## src/rtl/float_classify_clz_if.sv

```systemverilog
// float_classify_clz_if
//   Bundles the input word and the registered classification result of
//   float_classify_clz.
//
//   Handshake: valid-only, no ready. A word is transferred on every rising
//   clock edge where in_valid=1; the consumer can never stall the producer.
//   out_valid is high for exactly the cycle after each accepted word. While
//   out_valid=0 the other outputs keep the last loaded word.
//
//   Modports:
//     master - word producer / result consumer (drives in_*, reads results)
//     slave  - the classifier (reads in_*, drives results)
interface float_classify_clz_if #(
   parameter int EXP  = 3,
   parameter int FRAC = 4
);
   logic                        in_valid;
   logic                        in_sign;
   logic [EXP-1:0]              in_exponent;
   logic [FRAC-1:0]             in_fraction;

   logic                        out_valid;
   logic                        out_sign;
   logic [EXP-1:0]              out_exponent;
   logic [FRAC-1:0]             out_fraction;
   logic                        is_inf;
   logic                        is_nan;
   logic                        is_zero;
   logic                        is_denormal;
   logic                        is_normal;
   logic [$clog2(FRAC+1)-1:0]   clz;

   modport master (
      output in_valid, in_sign, in_exponent, in_fraction,
      input  out_valid, out_sign, out_exponent, out_fraction,
      input  is_inf, is_nan, is_zero, is_denormal, is_normal, clz
   );

   modport slave (
      input  in_valid, in_sign, in_exponent, in_fraction,
      output out_valid, out_sign, out_exponent, out_fraction,
      output is_inf, is_nan, is_zero, is_denormal, is_normal, clz
   );
endinterface

```

## src/rtl/float_classify_clz.sv

```systemverilog
// float_classify_clz
//   One-stage registered classifier for a small sign/exponent/fraction float.
//   Flags the word as Inf, NaN, zero, denormal or normal and counts leading
//   zeros of the fraction so downstream width-expansion logic can pick
//   special-value handling and renormalize denormals.
//
//   Ports:
//     clock - rising-edge clock
//     reset - asynchronous, active-high; clears every output register
//     bus   - float_classify_clz_if slave: in_valid/in_sign/in_exponent/
//             in_fraction in; out_valid, registered copies of the input
//             fields, the five class flags and clz out
module float_classify_clz #(
   parameter int EXP  = 3,
   parameter int FRAC = 4
) (
   input  logic                 clock,
   input  logic                 reset,
   float_classify_clz_if.slave  bus
);
   localparam int CW = $clog2(FRAC + 1);

   if (EXP < 2 || FRAC < 1) begin : g_param_check
      $error("float_classify_clz: EXP must be >= 2 and FRAC must be >= 1");
   end

   logic          exp_ones;
   logic          exp_zero;
   logic          frac_zero;
   logic          inf_c;
   logic          nan_c;
   logic          zero_c;
   logic          denormal_c;
   logic          normal_c;
   logic [CW-1:0] clz_c;

   assign exp_ones   = &bus.in_exponent;
   assign exp_zero   = ~|bus.in_exponent;
   assign frac_zero  = ~|bus.in_fraction;

   // The sign is deliberately not used: -0 is a zero, -Inf is an Inf.
   assign inf_c      = exp_ones & frac_zero;
   assign nan_c      = exp_ones & ~frac_zero;
   assign zero_c     = exp_zero & frac_zero;
   assign denormal_c = exp_zero & ~frac_zero;
   assign normal_c   = ~exp_ones & ~exp_zero;

   // Priority encoder: scanning upward, each set bit overrides the result,
   // so the most significant set bit decides. No set bit leaves FRAC.
   // Synthesis flattens this into a log-depth encoder, fine up to FRAC=52.
   always_comb begin
      clz_c = CW'(FRAC);
      for (int i = 0; i < FRAC; i++) begin
         if (bus.in_fraction[i]) begin
            clz_c = CW'(FRAC - 1 - i);
         end
      end
   end

   // out_valid tracks in_valid every cycle; everything else only loads on a
   // valid word so consumers can keep reading the last result while idle.
   always_ff @(posedge clock or posedge reset) begin
      if (reset) begin
         bus.out_valid    <= 1'b0;
         bus.out_sign     <= 1'b0;
         bus.out_exponent <= '0;
         bus.out_fraction <= '0;
         bus.is_inf       <= 1'b0;
         bus.is_nan       <= 1'b0;
         bus.is_zero      <= 1'b0;
         bus.is_denormal  <= 1'b0;
         bus.is_normal    <= 1'b0;
         bus.clz          <= '0;
      end else begin
         bus.out_valid <= bus.in_valid;
         if (bus.in_valid) begin
            bus.out_sign     <= bus.in_sign;
            bus.out_exponent <= bus.in_exponent;
            bus.out_fraction <= bus.in_fraction;
            bus.is_inf       <= inf_c;
            bus.is_nan       <= nan_c;
            bus.is_zero      <= zero_c;
            bus.is_denormal  <= denormal_c;
            bus.is_normal    <= normal_c;
            bus.clz          <= clz_c;
         end
      end
   end
endmodule

```

## src/flat_wrapper.sv

```systemverilog
// flat-port wrapper written by rule: the top's interface ports become plain ports
module float_classify_clz_flat 
#(
   parameter int EXP  = 3,
   parameter int FRAC = 4
)
  (clock, reset, bus_in_valid, bus_in_sign, bus_in_exponent, bus_in_fraction, bus_out_valid, bus_out_sign, bus_out_exponent, bus_out_fraction, bus_is_inf, bus_is_nan, bus_is_zero, bus_is_denormal, bus_is_normal, bus_clz);
  float_classify_clz_if #(.EXP(EXP), .FRAC(FRAC)) bus_i ();
  input  logic clock;
  input  logic reset;
  input wire logic [$bits(bus_i.in_valid)-1:0] bus_in_valid;
  input wire logic [$bits(bus_i.in_sign)-1:0] bus_in_sign;
  input wire logic [$bits(bus_i.in_exponent)-1:0] bus_in_exponent;
  input wire logic [$bits(bus_i.in_fraction)-1:0] bus_in_fraction;
  output wire logic [$bits(bus_i.out_valid)-1:0] bus_out_valid;
  output wire logic [$bits(bus_i.out_sign)-1:0] bus_out_sign;
  output wire logic [$bits(bus_i.out_exponent)-1:0] bus_out_exponent;
  output wire logic [$bits(bus_i.out_fraction)-1:0] bus_out_fraction;
  output wire logic [$bits(bus_i.is_inf)-1:0] bus_is_inf;
  output wire logic [$bits(bus_i.is_nan)-1:0] bus_is_nan;
  output wire logic [$bits(bus_i.is_zero)-1:0] bus_is_zero;
  output wire logic [$bits(bus_i.is_denormal)-1:0] bus_is_denormal;
  output wire logic [$bits(bus_i.is_normal)-1:0] bus_is_normal;
  output wire logic [$bits(bus_i.clz)-1:0] bus_clz;
  assign bus_i.in_valid = bus_in_valid;
  assign bus_i.in_sign = bus_in_sign;
  assign bus_i.in_exponent = bus_in_exponent;
  assign bus_i.in_fraction = bus_in_fraction;
  assign bus_out_valid = bus_i.out_valid;
  assign bus_out_sign = bus_i.out_sign;
  assign bus_out_exponent = bus_i.out_exponent;
  assign bus_out_fraction = bus_i.out_fraction;
  assign bus_is_inf = bus_i.is_inf;
  assign bus_is_nan = bus_i.is_nan;
  assign bus_is_zero = bus_i.is_zero;
  assign bus_is_denormal = bus_i.is_denormal;
  assign bus_is_normal = bus_i.is_normal;
  assign bus_clz = bus_i.clz;
  float_classify_clz #(.EXP(EXP), .FRAC(FRAC)) u_core (.clock(clock), .reset(reset), .bus(bus_i));
endmodule
```

## config.mk

```make
export PLATFORM = sky130hd
export DESIGN_NAME = float_classify_clz_flat
export DESIGN_NICKNAME = d
export VERILOG_FILES = /design/src/rtl/float_classify_clz_if.sv /design/src/rtl/float_classify_clz.sv /design/src/flat_wrapper.sv
export SDC_FILE = /design/constraint.sdc
export NUM_CORES = 1
export LEC_CHECK = 0
export BUFFER_PORTS_ARGS = -buffer_cell sky130_fd_sc_hd__buf_2
export CAP_MARGIN = 20
export CELL_PAD_IN_SITES_DETAIL_PLACEMENT = 1
export CELL_PAD_IN_SITES_GLOBAL_PLACEMENT = 2
export CORE_ASPECT_RATIO = 0.6
export CORE_MARGIN = 3
export CORE_UTILIZATION = 31
export CTS_BUF_LIST = sky130_fd_sc_hd__clkbuf_8 sky130_fd_sc_hd__clkbuf_16
export CTS_CLUSTER_DIAMETER = 200
export CTS_CLUSTER_SIZE = 14
export DETAILED_ROUTE_END_ITERATION = 6
export HOLD_SLACK_MARGIN = 0.03
export PLACE_DENSITY = 0.8
export SLEW_MARGIN = 5
export SYNTH_ARGS = -nofsm -noshare
export SYNTH_HDL_FRONTEND = slang
export SYNTH_SLANG_ARGS = --single-unit
```

## constraint.sdc

```tcl
create_clock -name clock -period 1.3 [get_ports clock]
set_clock_uncertainty 0.15 [all_clocks]
set_input_delay 0.26 -clock clock [delete_from_list [all_inputs] [get_ports clock]]
set_output_delay 0.26 -clock clock [all_outputs]
set_load 0.005 [all_outputs]
```

# == Word-level counts from Yosys, hierarchy flattened ==
# Index checks and enable logic that the tools add are counted.
# word_totals
register_bits,17
in_bits,11
out_inout_bits,17
# classes
muxes,4
n_bitwise,6
n_reduce_logical,5
# op_table
cell,count
2-to-1 mux 3 bit,4
bitwise AND 1 bit,5
OR reduction 4 bit,1
AND reduction 3 bit,1
OR reduction 3 bit,1
logical NOT 1 bit,2
NOT 1 bit,1

# == Longest topological paths before layout ==
# depth
word_depth,4
depth_mapped,4
mapped_depth_nobuf,3

# == Least setup slack after synthesis ==
# No wires, ideal clock.
# synth_timing
kind,input-to-reg
startpoint,input bus_in_valid
endpoint,register u_core.bus.is_normal
setup_ps,120
arrival_time_ps,963
required_ps,1030
path_slack_ps,66
cell_stages,3
path_buffers,1
path_cell_list,buf_6 -> or4b_4 -> o211a_1
# synth_lines
element,line,text
from (decl),flat_wrapper.sv:11,input wire logic [$bits(bus_i.in_valid)-1:0] bus_in_valid;
to (signal assigned),float_classify_clz.sv:84,bus.is_normal <= normal_c;
to (decl),float_classify_clz_if.sv:42,"output is_inf, is_nan, is_zero, is_denormal, is_normal, clz"

# == Final worst setup path ==
# layout_timing
startpoint,register u_core.bus.is_denormal
endpoint,output bus_is_denormal
# layout_lines
element,line,text
from (decl),float_classify_clz_if.sv:42,
from (signal assigned),float_classify_clz.sv:83,bus.is_denormal <= denormal_c;
to (decl),flat_wrapper.sv:22,output wire logic [$bits(bus_i.is_denormal)-1:0] bus_is_denormal;
# No word-level cell between the ends.

==> flow_results.org <==
** Clocking
- TritonCTS clock tree :: done
- Total setup buffers inserted after CTS :: 0
- In this run the number of H-tree levels came out at 1.
- Number of buffers inserted during clock tree synthesis :: 3
- Clock Sink Count :: 17
- Post-CTS clock slew at the launch and capture registers of the worst setup and hold paths :: 0.06 ns
- Clock tree buffer depth :: 2
- The cell sitting at the root of the clock tree is a sky130_fd_sc_hd__clkbuf_8.
- For the worst-skew pair, the clock arrives at the later sink with an insertion delay of between 0.2 and 0.3 ns.

** Detailed routing
- Initial DRT Pass Iterations :: 2
- Total routed wirelength :: approximately 1.5 mm
- Detailed routing inserted a total of just under 500 vias.
- Remaining DRCs :: 0
- In this run the remaining antenna-violating nets after routing total 0.
- Dividing the detail-routed wire length by the instance count gives between 10 and 15 um.
- Number of vias per cell :: 4.39
- Count of routing violations after the opening detailed-route iteration :: 16

** Critical path
- Startpoint type of the worst setup path :: flip-flop
- Along the worst path, the maximum fanout reaches 2.
- At the worst endpoint, the required time is 0.89 ns.
- On the critical path the largest part of the delay comes from flip-flops.
- On the worst path, the slowest cell contributes a delay of 0.39 ns.
- The critical path goes through buf_2.
- The critical path in this run is classified as reg2out.
- Worst EP arrival :: 0.77 ns
- Worst Setup End Kind :: primary output
- Counting both buffers and inverters, the worst setup path holds a total of 1.
- The slowest stage of the critical path belongs to the cell sky130_fd_sc_hd__dfrtp_1.

** Die
- From left edge to right edge, the die measures between 60 and 70 um.
- Height of the die :: 42.7 um
- Starting density of the core :: 35.0%
- In this run the standard cell core region covers between 1500 and 2000 um^2.
- The floorplan has 12 rows.
- The die covers 2860 um^2.
- Top-Level Pins :: 28

** GRT
- In the global route stage, overall resource usage came out at around an eighth.
- For this run the aggregate overflow at the end of global routing stands at 0.
- Wire length of the first global-routing pass :: 2.60 mm
- Maximum number of pins on one net before global-route repair :: 18
- Initial antenna violation count :: 0
- Vias in the first global route :: approximately 570

** Run
- Max-cap violations in this run came to 0.

** Yosys
- Mean post-synth cell area :: between 10 and 15 um^2
- Unique masters post-synth :: 16
- In this run, synthesis produced a sequential element count of 17.
- Leading post-synthesis cells by cell area :: sky130_fd_sc_hd__dfrtp_1 61%, sky130_fd_sc_hd__mux2_2 16%, sky130_fd_sc_hd__inv_1 3.8%
- The share of the Yosys chip area taken by registers is 61.3%.
- Synthesized instance count :: 51
- Leading register cell type out of synthesis :: sky130_fd_sc_hd__dfrtp_1
- During synthesis, Yosys emitted a total of 0 warnings.
- After synthesis, the largest area contributor takes up 61.3% of total cell area.
- Netlist Area Pre-Place :: 694 um^2
- Counting every net in the synthesized netlist gives 62.
- Counting instances in the post-synthesis netlist gives the leading cell types as 17 x sky130_fd_sc_hd__dfrtp_1, 10 x sky130_fd_sc_hd__mux2_2, 7 x sky130_fd_sc_hd__inv_1, 3 x sky130_fd_sc_hd__o22ai_1.
- EDFF count, synth :: 0
- Most repeated cell in the gate-level netlist after synthesis :: sky130_fd_sc_hd__dfrtp_1
- Counting flops with an async set or reset pin after synthesis yields a share of 100%.
- The largest total area in the synthesized netlist belongs to sky130_fd_sc_hd__dfrtp_1.

** Power
- Cell Pwr Density :: 1210 nW/um^2
- IR analysis of the VDD net gives a maximum drop of 0.000591 V.
- Reported leakage power :: around 0.46 nW

** Timing
- The worst pin sits at a relative slew slack of between 70% and 80%.
- The smallest clock period supported by the final layout is computed as 1.18 ns.
- RSZ-0062 raised after global routing :: false
- Final period util :: 91.0%
- Setup violations remaining at the end of the flow were counted as 0.
- After layout, the worst setup slack is 0.117 ns.
- Minimum hold slack :: 0.0929 ns
- Tightest Pin Transition :: 0.427 ns
- Derived from the worst setup path, the maximum achievable clock frequency is ~0.85 GHz.
- The hold violation count in the final report is 0.
- Final count of pins violating max slew :: 0

** Placed design
- The congestion estimate from routability-driven global placement came to 0.640.
- Pre-CTS setup slack :: -0.0423 ns
- During placement, the flow inserted port buffers numbering 27.
- Summing all placed instances gives a cell area of 871 um^2.

** Run status
- The run finished with clean final reports.

** Finish
- Cells fill 46.7% of the core in the end.
- The net count of the finished layout is 96.
- Final standard cell area without fillers :: 926 um^2
- In the final layout, the share of cells above drive strength 1 is 56.0%.
- Compared with the post-synthesis result, the final layout area differs by 33.3%.
- Antenna diode count :: 0

** Min path
- In this run the worst hold path is classified as in2reg.
final timing paths:
| kind | start | end | slack, ns | cells after the start |
|---|---|---|---|---|
| min in group asynchronous | reset | u_core.bus.out_fraction[1] | 0.41 | 4 |
| setup reg to reg | u_core.bus.out_exponent[1] | u_core.bus.out_exponent[1] | 0.39 | 1 |
| hold reg to reg | u_core.bus.out_fraction[0] | u_core.bus.out_fraction[0] | 0.35 | 1 |
| hold / removal | bus_in_sign | u_core.bus.out_sign | 0.09 | 2 |
| setup / recovery | u_core.bus.is_denormal | bus_is_denormal | 0.12 | 1 |
| max in group asynchronous | reset | u_core.bus.out_exponent[1] | 0.40 | 4 |
layout make-up:
type / count / area, um^2
Clock inverter: 1 / 3.75
Multi-Input combinational cell: 25 / 226
Sequential cell: 17 / 425
Clock buffer: 3 / 41.3
Inverter: 7 / 26.3
Tap cell: 28 / 35.0
Timing Repair Buffer: 31 / 168
Fill cell: 236 / 1060
placed cells by master (no fill, tap or decap):
cell,instances
sky130_fd_sc_hd__mux2_2,10
sky130_fd_sc_hd__dfrtp_1,17
sky130_fd_sc_hd__nor4_2,1
sky130_fd_sc_hd__inv_1,8
sky130_fd_sc_hd__dlygate4sd3_1,1
sky130_fd_sc_hd__nand2b_1,1
sky130_fd_sc_hd__o22ai_2,2
sky130_fd_sc_hd__nand2_1,1
sky130_fd_sc_hd__nor3_1,1
sky130_fd_sc_hd__clkbuf_8,3
sky130_fd_sc_hd__a21oi_1,1
sky130_fd_sc_hd__buf_4,3
sky130_fd_sc_hd__or4b_4,1
sky130_fd_sc_hd__buf_2,27
sky130_fd_sc_hd__o22ai_1,3
sky130_fd_sc_hd__nand4_1,1
sky130_fd_sc_hd__o211a_1,1
sky130_fd_sc_hd__nor2_1,2
power by group:
| part | internal (mW) | switching, mW | leakage [nW] |
|---|---|---|---|
| clock network | 0.209 | 0.172 | 0.0269 |
| registers | 0.569 | 0.0192 | 0.210 |
| logic | 0.0824 | 0.0716 | 0.223 |
cells by family (layout without fill, tap and decap cells):
family | Yosys count | after routing | share of synthesized area (%)
DFF | 17 | 17 | 61.3
muxes | 10 | 10 | 16.2
buffers and inverters | 9 | 42 | 6.13
and+or+nand+nor | 8 | 8 | 7.93
AOI/OAI and AO/OA | 7 | 7 | 8.47
metal layers:
metal  global-route usage, %  wire, um
met4                    3.63        11
met1                    16.0       720
met3                    5.56       137
met2                    18.6       664
met5                       0         0
sequential cells by signal (all words and copies together) (netlist names):
name                     count
u_core.bus.out_fraction      4
u_core.bus.clz               3
u_core.bus.out_exponent      3
u_core.bus.is_denormal       1
u_core.bus.is_inf            1
u_core.bus.is_nan            1
u_core.bus.is_normal         1
u_core.bus.is_zero           1
u_core.bus.out_sign          1
u_core.bus.out_valid         1
per-stage QoR:
step / power, mW / setup TNS (ns) / cells
after global placement: 0.748 / -0.0246 / 107
after floorplan: 0.671 / 0 / 51
after global routing: 1.19 / 0 / 112
after detailed placement: 0.753 / -0.0423 / 107
after CTS: 1.15 / 0 / 112
final: 1.12 / 0 / 112
repair_timing:
action / CTS / global route
endpoints found under the hold margin: 17 / 0
endpoints found under the setup margin: 0 / 0
hold buffers: 1 / 0
gates resized for setup: 0 / 0
Power figures use the tool's default switching activity.
